===== src/rtl/mem_bus_arbiter.sv =====
// Memory port arbiter: shares one byte-wide memory port between NUM_REQ masters.
// The grant is registered and one-hot, ownership is held until the owner releases
// its request, and masters are ordered round-robin. Ownership passes to the next
// master only after the memory handshake has dropped.

// Per-master slice: decodes "this master is the owner" and routes mem_ready to it.
module mem_bus_arbiter_lane #(
  parameter int IDX = 0
) (
  input  logic [2:0] owner,
  input  logic       owned,
  input  logic       mem_ready,
  output logic       sel,
  output logic       m_ready
);
  // sel stays valid through DRAIN so that the address mux can hold the last owner
  assign sel     = (owner == 3'(IDX));
  assign m_ready = owned & sel & mem_ready;
endmodule

module mem_bus_arbiter #(
  parameter int NUM_REQ  = 2,
  parameter int ADDR_W   = 32,
  parameter int MAX_HOLD = 255
) (
  input  logic                      clk,
  input  logic                      rst_n,
  input  logic [NUM_REQ-1:0]        req,
  output logic [NUM_REQ-1:0]        grant,
  output logic [NUM_REQ-1:0]        yield,
  input  logic [NUM_REQ*ADDR_W-1:0] m_addr,
  input  logic [NUM_REQ*8-1:0]      m_wdata,
  input  logic [NUM_REQ-1:0]        m_rd_en,
  input  logic [NUM_REQ-1:0]        m_wr_en,
  output logic [NUM_REQ-1:0]        m_ready,
  output logic [7:0]                m_rdata,
  output logic [2:0]                owner,
  output logic                      busy,
  output logic [ADDR_W-1:0]         mem_addr,
  output logic [7:0]                mem_wdata,
  output logic                      mem_rd_en,
  output logic                      mem_wr_en,
  input  logic [7:0]                mem_rdata,
  input  logic                      mem_ready
);

  localparam int HW = $clog2(MAX_HOLD + 1);

  typedef enum logic [1:0] {IDLE, OWNED, DRAIN} state_t;

  state_t             state, state_nxt;
  logic [NUM_REQ-1:0] grant_nxt, yield_nxt;
  logic [2:0]         owner_nxt, rr_ptr, rr_nxt, win;
  logic [HW-1:0]      hold_cnt, hold_nxt;
  logic               win_vld;

  logic [NUM_REQ-1:0][ADDR_W-1:0] addr_arr;
  logic [NUM_REQ-1:0][7:0]        wdata_arr;
  logic [NUM_REQ-1:0]             sel;

  logic owned, active, req_own, req_other;
  logic own_rd, own_wr;

  assign addr_arr  = m_addr;
  assign wdata_arr = m_wdata;

  assign owned  = (state == OWNED);
  assign active = (state != IDLE);
  assign busy   = owned;

  // grant is one-hot on the owner while OWNED, so it doubles as the owner mask
  assign req_own   = |(req & grant);
  assign req_other = |(req & ~grant);

  assign m_rdata = mem_rdata;

  genvar k;
  generate
    for (k = 0; k < NUM_REQ; k++) begin : g_lane
      mem_bus_arbiter_lane #(.IDX(k)) u_lane (
        .owner     (owner),
        .owned     (owned),
        .mem_ready (mem_ready),
        .sel       (sel[k]),
        .m_ready   (m_ready[k])
      );
    end
  endgenerate

  // Round-robin search: first set req bit starting at rr_ptr, wrapping modulo NUM_REQ
  always_comb begin
    win     = '0;
    win_vld = 1'b0;
    for (int i = 0; i < NUM_REQ; i++) begin
      int j;
      j = int'(rr_ptr) + i;
      if (j >= NUM_REQ) j = j - NUM_REQ;
      if (!win_vld && req[j]) begin
        win     = 3'(j);
        win_vld = 1'b1;
      end
    end
  end

  // AND-OR mux of the owner's request; addr/wdata hold through DRAIN, enables only in OWNED
  always_comb begin
    mem_addr  = '0;
    mem_wdata = '0;
    own_rd    = 1'b0;
    own_wr    = 1'b0;
    for (int i = 0; i < NUM_REQ; i++) begin
      if (sel[i]) begin
        mem_addr  = addr_arr[i];
        mem_wdata = wdata_arr[i];
        own_rd    = m_rd_en[i];
        own_wr    = m_wr_en[i];
      end
    end
    if (!active) begin
      mem_addr  = '0;
      mem_wdata = '0;
    end
    // write wins when a master raises both enables
    mem_wr_en = owned & own_wr;
    mem_rd_en = owned & own_rd & ~own_wr;
  end

  // Next-state and next-register values
  always_comb begin
    state_nxt = state;
    grant_nxt = grant;
    yield_nxt = yield;
    owner_nxt = owner;
    rr_nxt    = rr_ptr;
    hold_nxt  = hold_cnt;
    case (state)
      IDLE: begin
        yield_nxt = '0;
        if (win_vld) begin
          grant_nxt = NUM_REQ'(1) << win;
          owner_nxt = win;
          hold_nxt  = '0;
          state_nxt = OWNED;
        end
      end
      OWNED: begin
        if (!req_own) begin
          grant_nxt = '0;
          yield_nxt = '0;
          rr_nxt    = (owner == 3'(NUM_REQ - 1)) ? 3'd0 : owner + 3'd1;
          state_nxt = DRAIN;
        end else begin
          if (hold_cnt != HW'(MAX_HOLD)) hold_nxt = hold_cnt + HW'(1);
          // yield follows other requesters once the hold budget is used up
          yield_nxt = (hold_cnt == HW'(MAX_HOLD) && req_other) ? grant : '0;
        end
      end
      DRAIN: begin
        // wait for the memory to drop ready so it is never seen by the next owner
        if (!mem_ready) state_nxt = IDLE;
      end
      default: begin
        grant_nxt = '0;
        yield_nxt = '0;
        state_nxt = IDLE;
      end
    endcase
  end

  // State and arbitration registers
  always_ff @(posedge clk or negedge rst_n) begin
    if (!rst_n) begin
      state    <= IDLE;
      grant    <= '0;
      yield    <= '0;
      owner    <= '0;
      rr_ptr   <= '0;
      hold_cnt <= '0;
    end else begin
      state    <= state_nxt;
      grant    <= grant_nxt;
      yield    <= yield_nxt;
      owner    <= owner_nxt;
      rr_ptr   <= rr_nxt;
      hold_cnt <= hold_nxt;
    end
  end

endmodule


===== config.mk =====
export PLATFORM = sky130hd
export DESIGN_NAME = mem_bus_arbiter
export DESIGN_NICKNAME = d
export VERILOG_FILES = /design/src/rtl/mem_bus_arbiter.sv
export SDC_FILE = /design/constraint.sdc
export NUM_CORES = 1
export LEC_CHECK = 0
export ABC_AREA = 1
export CORE_MARGIN = 2
export CORE_UTILIZATION = 37
export CTS_CLUSTER_SIZE = 8
export DETAILED_ROUTE_END_ITERATION = 16
export PLACE_DENSITY_LB_ADDON = 0.08
export SKIP_LAST_GASP = 1
export SLEW_MARGIN = 0
export SYNTH_ARGS = -nofsm -noshare
export SYNTH_HDL_FRONTEND = slang
export SYNTH_HIERARCHICAL = 1
export SYNTH_SLANG_ARGS = --single-unit

===== constraint.sdc =====
create_clock -name clk -period 3.4 [get_ports clk]
set_clock_uncertainty 0.05 [all_clocks]
set_input_delay 0.68 -clock clk [delete_from_list [all_inputs] [get_ports clk]]
set_output_delay 0.68 -clock clk [all_outputs]
set_load 0.1 [all_outputs]

==> results.ini <==
[run_status]
outcome = completed

[synth]
synthesis.nets = 442
syn_area_mm2 = 0.00201
synth-edff-count = 0
ys_async_sr_fraction = 1.00
ys_seq_elements = 20
syn_inst = 338
synth_common_cells = nand2_1, a21oi_1, inv_1
synth_flop_cell = dfrtp_1
ys_seq_area_frac = 0.249
synth_area_leaders = nand2_1, dfrtp_1, a21oi_1
synth_area_per_cell_um2 = 5.94
synth_top_area_share = 0.260
synth_warnings = 6
synth.distinct_cells = 33
synth.most_common_cell = nand2_1
synth_top_cell_by_area = nand2_1

[global_route]
track_usage = 0.269
gr-total-overflow = 0
antenna_found_initial = 0
grt_pass1_wl_um = 13000
grt_max_degree = 43
grt_pass1_vias = 2785

[setup_path]
path_cells = inv_1 > nand3_2 > inv_1 > inv_1 > nand2_1 > clkinv_1 > a22oi_1 > nand2_1 > nor2_4 > buf_12
cp_slowest_cell = dfrtp_1
worst-endpoint-arrival_ns = 2.28
r2r_setup_slack_ns = 1.31
cp.required_ns = 2.67
cpMostUsedCell = inv_1
cp_num_buf_inv = 5
reg2reg_depth = 8
crit_fanout = 14
crit_cells = 10
slowest_delay_ns = 0.45
r2r-start = state[1]$_DFFE_PN0P_
startpoint = owner[2]$_DFFE_PN0P_
start_kind = flop
r2r_end = grant[0]$_DFFE_PN0P_
crit_path_end = mem_rd_en
endpoint_kind = output pin
critical_path_class = reg2out
crit_family = buffers and inverters

[floorplanning]
start_util = 0.388
die_x_um = 77.7
fp.dieArea_mm2 = 0.00603
num_rows = 26
die_height_um = 77.7
core_area_mm2 = 0.00517
ios = 157

[sta]
finalSetupViolCount = 0
setup-tns-final_ns = 0
fin_crit_ns = 3.01
hold_viol = 0
tightest_slew_ns = 1.15
slew_headroom = 0.236
fmax_mhz = 332
setup_ws_ns = 0.387
rsz0062_at_grt = no
whs_ns = 0.454
fin_crit_sh = 0.886
slew_viol_final = 0

[clocking]
cts_hold_buffers = 0
cts_buffers = 3
ctsResizeCount = 0
cts_tree = yes
clk_pin_slew_ns = 0.08
cts.sinks = 20
clock-root-buffer = clkbuf_8
clk_latency_ns = 0.26
cts_setup_buffers = 0
cts_max_path_buffers = 2
ctsHtreeMaxLevel = 1

[power]
p_comb_frac = 0.840
p_leak_nw = 1.66
swShare = 0.624
intPower_w = 0.00152
pwr-share-seq = 0.100
p_switching_w = 0.00252
powerDensity_mw_per_mm2 = 932
vdd_drop_max_uv = 691
power_frac_clock = 0.060

[routing]
initialDrtViolationCount = 115
routedWlPerCell_um = 15.3
finalWirelength_um = 8170
drtPass1Iterations = 4
viasPerCell = 4.98
vias = 2658
antenna_left = 0
drc = 0

[layout]
fin_util = 0.839
antenna_cells = 0
final_nets = 569
final_cells = 534
syn2layout_area_growth_pct = 116
drive_gt1_frac = 0.263

[run]
maxCapViolations = 0

[placement]
place_congestion = 0.813
dpl.hpwl_um = 6670
pre_cts_ws_ns = 0.669
port_buffers = 140
dp.cells = 530

[min_path]
whs_path_depth = 2
hold_path_class = reg2reg

[cells in the final DEF, fill, tap and decap left out, drive strengths merged, types with 2 or more instances in the layout]
cell type      netlist  final
nand2              141    141
clkdlybuf4s50        0     88
buf                 12     55
a21oi               43     43
inv                 33     32
nor2                27     27
dfrtp               20     20
o21ai               13     13
nand3               11     11
ha                   7      7
xor2                 4      4
nand4                3      3
clkbuf               9      3
nor3                 3      3
a22oi                2      2
o22ai                2      2
clkinv               1      2
[flip-flops by register name (all words and copies together), names as in the netlist]
name      flops
state         2
grant         2
yield         2
rr_ptr        3
hold_cnt      8
owner         3
[cell families after synthesis]
| kind of cell | share of synthesized area |
|---|---|
| simple gates | 0.392 |
| xor+xnor | 0.0218 |
| buf+inv | 0.120 |
| fa+ha+maj | 0.0436 |
| compound gates | 0.173 |
| flops | 0.249 |
[cell type report]
class | count | area [µm²]
Sequential cell | 20 | 500
Clock buffer | 3 | 41.3
Inverter | 34 | 129
Fill cell | 319 | 835
Timing Repair Buffer | 143 | 1830
Multi-Input combinational cell | 263 | 1720
Tap cell | 70 | 87.6
Clock inverter | 1 | 30.0
[stage by stage]
| stage | instance area [µm²] | power (W) |
|---|---|---|
| 2_1_floorplan | 2460 | 0.00282 |
| 3_3_place_gp | 4270 | 0.00373 |
| 3_5_place_dp | 4270 | 0.00381 |
| 4_1_cts | 4340 | 0.00405 |
| 5_1_grt | 4340 | 0.00424 |
| 6_report | 4340 | 0.00404 |
[power by group through the flow]
stage	clock network (W)	registers [W]	logic, W
after floorplan	0	0.000573	0.00225
after global placement	0	0.000397	0.00333
after detailed placement	0	0.000407	0.00340
after CTS	0.000241	0.000405	0.00341
after global routing	0.000255	0.000417	0.00357
final	0.000241	0.000405	0.00340
[routing by layer]
metal | GRT usage | vias to the layer above | share of wire
li1 | - | 1316 | -
met1 | 0.290 | 1219 | 0.37
met2 | 0.515 | 103 | 0.54
met3 | 0.0581 | 20 | 0.053
met4 | 0.0821 | 0 | 0.033
met5 | 0 | - | 0
[how the worst min path moves through the flow]
stage	start	endpoint	slack, ns
after floorplan	rst_n	grant[0]$_DFFE_PN0P_	0.33
after global placement	yield[0]$_DFFE_PN0P_	yield[0]$_DFFE_PN0P_	0.43
after detailed placement	yield[0]$_DFFE_PN0P_	yield[0]$_DFFE_PN0P_	0.44
after CTS	yield[0]$_DFFE_PN0P_	yield[0]$_DFFE_PN0P_	0.46
after global routing	yield[1]$_DFFE_PN0P_	yield[1]$_DFFE_PN0P_	0.50
final	yield[0]$_DFFE_PN0P_	yield[0]$_DFFE_PN0P_	0.45
[worst reg2reg max path: cells and delay by family, from the launching register on]
kind | cells | cell delay [ns]
DFF | 1 | 0.43
and+or+nand+nor | 5 | 0.55
buffers and inverters | 3 | 1.01
No activity file was read; power rests on OpenSTA's default activity.
